--- src/rtl/mem_ctrl_pkg.sv ---
// Shared constants for the byte-serial main RAM controller.
// State, length and grant encodings plus length normalisation.
package mem_ctrl_pkg;

  localparam logic [1:0] ST_IDLE = 2'd0;
  localparam logic [1:0] ST_IRD  = 2'd1;
  localparam logic [1:0] ST_DRD  = 2'd2;
  localparam logic [1:0] ST_DWR  = 2'd3;

  localparam logic [2:0] LEN_BYTE = 3'd1;
  localparam logic [2:0] LEN_HALF = 3'd2;
  localparam logic [2:0] LEN_WORD = 3'd4;

  localparam logic GRANT_INST = 1'b0;
  localparam logic GRANT_DATA = 1'b1;

  // Any byte count other than 1 or 2 becomes a full word.
  function automatic logic [2:0] norm_len(
    input logic [2:0] l
  );
    if (l == LEN_BYTE || l == LEN_HALF)
      return l;
    return LEN_WORD;
  endfunction

endpackage

--- src/rtl/mem_ctrl_arbiter.sv ---
// Grant logic between icache refills and data accesses.
// Round-robin on conflict; no grant while busy or in a done cycle.
module mem_ctrl_arbiter
  import mem_ctrl_pkg::*;
(
  input  logic inst_needed,
  input  logic data_req,
  input  logic last_grant,
  input  logic busy,
  input  logic done_cycle,
  output logic grant_inst,
  output logic grant_data
);

  always_comb begin
    grant_inst = 1'b0;
    grant_data = 1'b0;
    if (!busy && !done_cycle) begin
      unique case (1'b1)
        inst_needed && data_req: begin
          if (last_grant == GRANT_DATA)
            grant_inst = 1'b1;
          else
            grant_data = 1'b1;
        end
        inst_needed && !data_req:
          grant_inst = 1'b1;
        data_req && !inst_needed:
          grant_data = 1'b1;
        default: ;
      endcase
    end
  end

endmodule

--- src/rtl/mem_ctrl.sv ---
// Sole master of the byte-wide main RAM: serialises 1/2/4-byte
// accesses into byte cycles and assembles little-endian words.
module mem_ctrl
  import mem_ctrl_pkg::*;
#(
  parameter int ADDR_W = 32,
  parameter int WORD_W = 32
) (
  input  logic              clk,
  input  logic              rst_n,
  input  logic              inst_needed,
  input  logic [ADDR_W-1:0] inst_addr,
  output logic              inst_avail,
  output logic [WORD_W-1:0] inst_word,
  input  logic              data_req,
  input  logic              data_we,
  input  logic [2:0]        data_len,
  input  logic [ADDR_W-1:0] data_addr,
  input  logic [WORD_W-1:0] data_wdata,
  output logic              data_done,
  output logic [WORD_W-1:0] data_rdata,
  input  logic [7:0]        mem_din,
  output logic [7:0]        mem_dout,
  output logic [ADDR_W-1:0] mem_a,
  output logic              mem_wr
);

  logic [1:0]        state;
  logic [2:0]        cnt;
  logic [2:0]        len;
  logic [ADDR_W-1:0] base;
  logic [WORD_W-1:0] wbuf;
  logic [WORD_W-1:0] rbuf;
  logic [WORD_W-1:0] rbuf_nxt;
  logic              last_grant;
  logic              grant_inst;
  logic              grant_data;
  logic              busy;
  logic              done_cycle;
  logic              is_rd;
  logic              rd_last;
  logic              wr_last;
  logic              inst_abort;
  logic [1:0]        rd_idx;
  logic [ADDR_W-1:0] cur_a;

  assign busy       = (state != ST_IDLE);
  assign done_cycle = inst_avail | data_done;
  assign is_rd      = (state == ST_IRD) || (state == ST_DRD);
  assign rd_last    = (cnt == len);
  assign wr_last    = (cnt == 3'(len - 3'd1));
  assign rd_idx     = cnt[1:0] - 2'd1;
  assign cur_a      = base + ADDR_W'(cnt);
  assign inst_abort = (state == ST_IRD) &&
                      (!inst_needed || inst_addr != base);

  mem_ctrl_arbiter u_arb (
    .inst_needed (inst_needed),
    .data_req    (data_req),
    .last_grant  (last_grant),
    .busy        (busy),
    .done_cycle  (done_cycle),
    .grant_inst  (grant_inst),
    .grant_data  (grant_data)
  );

  // Byte k-1 arrives on mem_din during counter step k.
  always_comb begin
    rbuf_nxt = rbuf;
    if (is_rd && cnt != 3'd0)
      rbuf_nxt[{rd_idx, 3'b000} +: 8] = mem_din;
  end

  always_comb begin
    mem_a    = '0;
    mem_wr   = 1'b0;
    mem_dout = '0;
    unique case (state)
      ST_IRD, ST_DRD: begin
        if (cnt < len)
          mem_a = cur_a;
      end
      ST_DWR: begin
        mem_a    = cur_a;
        mem_wr   = 1'b1;
        mem_dout = wbuf[{cnt[1:0], 3'b000} +: 8];
      end
      default: ;
    endcase
  end

  always_ff @(posedge clk or negedge rst_n) begin
    if (!rst_n) begin
      state      <= ST_IDLE;
      cnt        <= '0;
      len        <= '0;
      base       <= '0;
      wbuf       <= '0;
      rbuf       <= '0;
      last_grant <= GRANT_DATA;
      inst_avail <= 1'b0;
      inst_word  <= '0;
      data_done  <= 1'b0;
      data_rdata <= '0;
    end else begin
      inst_avail <= 1'b0;
      data_done  <= 1'b0;
      unique case (state)
        ST_IDLE: begin
          cnt <= '0;
          if (grant_inst) begin
            state      <= ST_IRD;
            base       <= inst_addr;
            len        <= LEN_WORD;
            rbuf       <= '0;
            last_grant <= GRANT_INST;
          end else if (grant_data) begin
            state      <= data_we ? ST_DWR : ST_DRD;
            base       <= data_addr;
            len        <= norm_len(data_len);
            wbuf       <= data_wdata;
            rbuf       <= '0;
            last_grant <= GRANT_DATA;
          end
        end
        ST_IRD: begin
          if (inst_abort) begin
            state <= ST_IDLE;
          end else begin
            rbuf <= rbuf_nxt;
            if (rd_last) begin
              state      <= ST_IDLE;
              inst_avail <= 1'b1;
              inst_word  <= rbuf_nxt;
            end else begin
              cnt <= cnt + 3'd1;
            end
          end
        end
        ST_DRD: begin
          rbuf <= rbuf_nxt;
          if (rd_last) begin
            state      <= ST_IDLE;
            data_done  <= 1'b1;
            data_rdata <= rbuf_nxt;
          end else begin
            cnt <= cnt + 3'd1;
          end
        end
        ST_DWR: begin
          if (wr_last) begin
            state     <= ST_IDLE;
            data_done <= 1'b1;
          end else begin
            cnt <= cnt + 3'd1;
          end
        end
      endcase
    end
  end

endmodule

--- config.mk ---
export PLATFORM = sky130hd
export DESIGN_NAME = mem_ctrl
export DESIGN_NICKNAME = d
export VERILOG_FILES = /design/src/rtl/mem_ctrl_pkg.sv /design/src/rtl/mem_ctrl_arbiter.sv /design/src/rtl/mem_ctrl.sv
export SDC_FILE = /design/constraint.sdc
export NUM_CORES = 1
export LEC_CHECK = 0
export ABC_AREA = 1
export BUFFER_PORTS_ARGS = -buffer_cell sky130_fd_sc_hd__buf_2
export CORE_UTILIZATION = 36
export CTS_CLUSTER_DIAMETER = 200
export DETAILED_ROUTE_END_ITERATION = 10
export GPL_TIMING_DRIVEN = 0
export PLACE_DENSITY = 0.66
export SYNTH_ARGS = -nofsm -noshare
export SYNTH_HDL_FRONTEND = slang
export SYNTH_SLANG_ARGS = --single-unit
--- constraint.sdc ---
create_clock -name clk -period 3.2 [get_ports clk]
set_clock_uncertainty 0.2 [all_clocks]
set_input_delay 0.48 -clock clk [delete_from_list [all_inputs] [get_ports clk]]
set_output_delay 0.48 -clock clk [all_outputs]
set_load 0.02 [all_outputs]
==> results.json <==
{
  "status": "complete, but fails checks",
  "violations": "setup timing",
  "synth_top_area_share": 0.433,
  "yosys.area_share.adder": 0.0237,
  "antenna_found_initial": 0,
  "grt_max_degree": 106,
  "yosysWarnings": 0,
  "min_from": "data_wdata[20]",
  "end_kind": "output port",
  "portBuffers": 218,
  "drc": 0,
  "ys_seq_area_frac": 0.436,
  "final_util": 0.479,
  "grt-ovfl-total": 0,
  "firstDrtPassIters": 5,
  "power_density_nw_per_um2": 1010,
  "setup_ws_ps": -242,
  "clk_pin_slew_ps": 80,
  "startpoint_type": "register",
  "drv_cap": 0,
  "slew_violations": 0,
  "syn_inst": 1343,
  "synth-seq-cells": 171,
  "n_antenna_cell": 0,
  "num_io_pins": 219,
  "final_cells": 1977,
  "first_global_vias": 9473,
  "die_area_um2": 28000,
  "top_usage_layer": "met2",
  "start_util": 0.366,
  "yosysUniqueCellTypes": 42,
  "synth-edff-count": 0,
  "synth-xor-area-share": 0.00802,
  "netlist_area_um2": 9820,
  "whs_ps": 37.5,
  "clk_path_buf_depth": 2,
  "vias": 9960,
  "routed_via_density": 5.04,
  "htreeDepth": 4,
  "synth_top_flop_cell": "dfrtp_1",
  "wire_per_inst_um": 16.3,
  "peakVddDrop_uv": 489,
  "postRouteWirelength_um": 32200,
  "cellLeakagePower_nw": 6.63,
  "cts_tree": "yes",
  "gp_congestion": 0.964,
  "dpl.cell_count": 1903,
  "rsz0062_at_grt": "yes",
  "clock_latency_ps": 440,
  "ys_top_cells_by_area": "dfrtp_1 43%, nand2_1 21%, nor2_1 4.0%",
  "drive_gt1_frac": 0.279,
  "period_share": 1.08,
  "crit_arrival_ps": 2760,
  "worstSetupPathType": "reg -> out",
  "reg2reg_from": "cnt[0]$_DFFE_PN0P_",
  "area_growth_syn_to_layout_pct": 31.0,
  "synth_top_family_by_area": "simple AND/OR/NAND/NOR gates",
  "netlist_top_cells_count": "542 x nand2_1, 170 x dfrtp_1, 105 x nor2_1",
  "initialDrtViolationCount": 754,
  "placementRows": 60,
  "grt_util_met1": 0.308,
  "min_period_ps": 3440,
  "hp-class": "in -> reg",
  "die_y_um": 167,
  "gr-usage-met3": 0.0303,
  "grt_use_total": 0.227,
  "cts_root_buf": "clkbuf_16",
  "muxShareOfSynthArea": 0,
  "use_met2": 0.368,
  "syn_avg_cell_area_um2": 7.32,
  "critPathLaunch": "cnt[1]$_DFFE_PN0P_",
  "synth-compound-area-share": 0.122,
  "setup_viol": 18,
  "worst_pin_slew_ps": 676,
  "ant_nets": 0,
  "fp.coreArea_um2": 26900,
  "synthSimpleGateAreaFrac": 0.335,
  "synthDominantAreaCellType": "dfrtp_1",
  "crit_path_max_fanout": 12,
  "synth.most_common_cell": "nand2_1",
  "grt_pass1_wl_um": 49800,
  "tritoncts.num_buffers": 17,
  "hpwlAfterDp_um": 23600,
  "hold_viol": 0,
  "ys_async_sr_fraction": 1.00,
  "dp_worst_setup_slack_ps": -788,
  "max_freq_ghz": 0.291,
  "fin_nets": 1753,
  "fp.dieW_um": 167,
  "syn_nets": 1473,
  "clock-sinks": 171,
  "cp.required_ps": 2520,
  "slew-limit-headroom": 0.545
}
==> per-stage QoR <==
stage | power [mW] | cell area, um2 | TNS [ps]
after floorplan | 7.75 | 9840 | 0
after global placement | 9.69 | 11400 | -297650
after detailed placement | 9.79 | 11400 | -51320
after CTS | 12.5 | 12500 | -2640
after global routing | 13.9 | 12900 | -4340
final | 13.0 | 12900 | -2210
==> layout by cell type (no fill, tap or decap), types with 12 or more instances in the layout <==
cell type / Yosys / routed
nand4_1: 41 / 41
nand2_2: 28 / 31
inv_2: 12 / 18
nand2_1: 542 / 538
nand3_1: 32 / 27
buf_6: 9 / 20
ha_1: 17 / 13
inv_1: 99 / 91
buf_4: 3 / 58
o21ai_0: 64 / 59
clkbuf_16: 0 / 23
clkbuf_1: 40 / 34
o21ai_2: 33 / 35
buf_2: 6 / 195
dfrtp_1: 170 / 167
nor2_1: 105 / 94
nor3_1: 17 / 12
a21oi_1: 36 / 30
o221ai_1: 25 / 25
==> state kept, by name, summed over array words and instances (netlist names) <==
| name | flops |
|---|---|
| wbuf | 32 |
| last_grant | 1 |
| data_rdata | 32 |
| len | 3 |
| inst_avail | 1 |
| rbuf | 32 |
| inst_word | 32 |
| cnt | 3 |
| data_done | 1 |
| state | 2 |
| base | 32 |
==> worst max-delay path, cell delays in order (launching register included) <==
cell,delay (ps)
dfrtp_2,390
clkbuf_16,150
inv_12,50
fa_2,400
o21ai_2,190
nand3_2,130
nor2_4,190
nand2_4,120
nor2_4,150
nand3_2,110
nor2_4,120
nand2_1,60
nand2_1,50
nor2_1,40
buf_4,150
==> layer usage <==
layer  routed length, um  share of wire
met1               14700           0.46
met2               14900           0.46
met3                1680          0.052
met4                 977          0.030
met5                   0              0
==> final timing paths <==
| check | end | slack [ps] | cells after the start |
|---|---|---|---|
| max in group asynchronous | cnt[1]$_DFFE_PN0P_ | 1410 | 3 |
| hold reg to reg | wbuf[29]$_DFFE_PN0P_ | 270 | 2 |
| setup / recovery | mem_a[24] | -240 | 14 |
| hold / removal | wbuf[20]$_DFFE_PN0P_ | 40 | 3 |
| setup reg to reg | rbuf[3]$_DFFE_PN0P_ | 190 | 12 |
| min in group asynchronous | data_rdata[4]$_DFFE_PN0P_ | 400 | 2 |
==> cell families (layout without fill, tap and decap cells) <==
family	count (synthesis)	after routing
AO/OA/AOI/OAI	186	186
XOR/XNOR	9	9
adder cells (fa/ha/maj)	18	18
buffers and inverters	175	468
flip-flops	171	171
AND/OR/NAND/NOR	784	784
==> repair_timing <==
action	in CTS	in global routing
gates resized for setup	88	48
pin swaps	19	21
hold buffers	1	0
hold endpoints to repair	66	0
endpoints found under the setup margin	140	34
cloned	0	3
setup buffers	26	14
==> final cells by class <==
cell class | instances | area (um2)
inverter | 115 | 452
clock inverter | 15 | 176
timing repair buffer | 262 | 1600
clock buffer | 17 | 425
tap | 341 | 427
fill | 2726 | 14000
buffer | 59 | 417
multi-input combinational | 997 | 5090
sequential | 171 | 4280
==> power breakdown <==
part           switching [mW]  internal, mW  leakage [nW]
combinational            4.79          2.67          4.11
sequential              0.559          2.91          2.23
clock                    1.05          1.06         0.286
No activity file was read; power rests on OpenSTA's default activity.
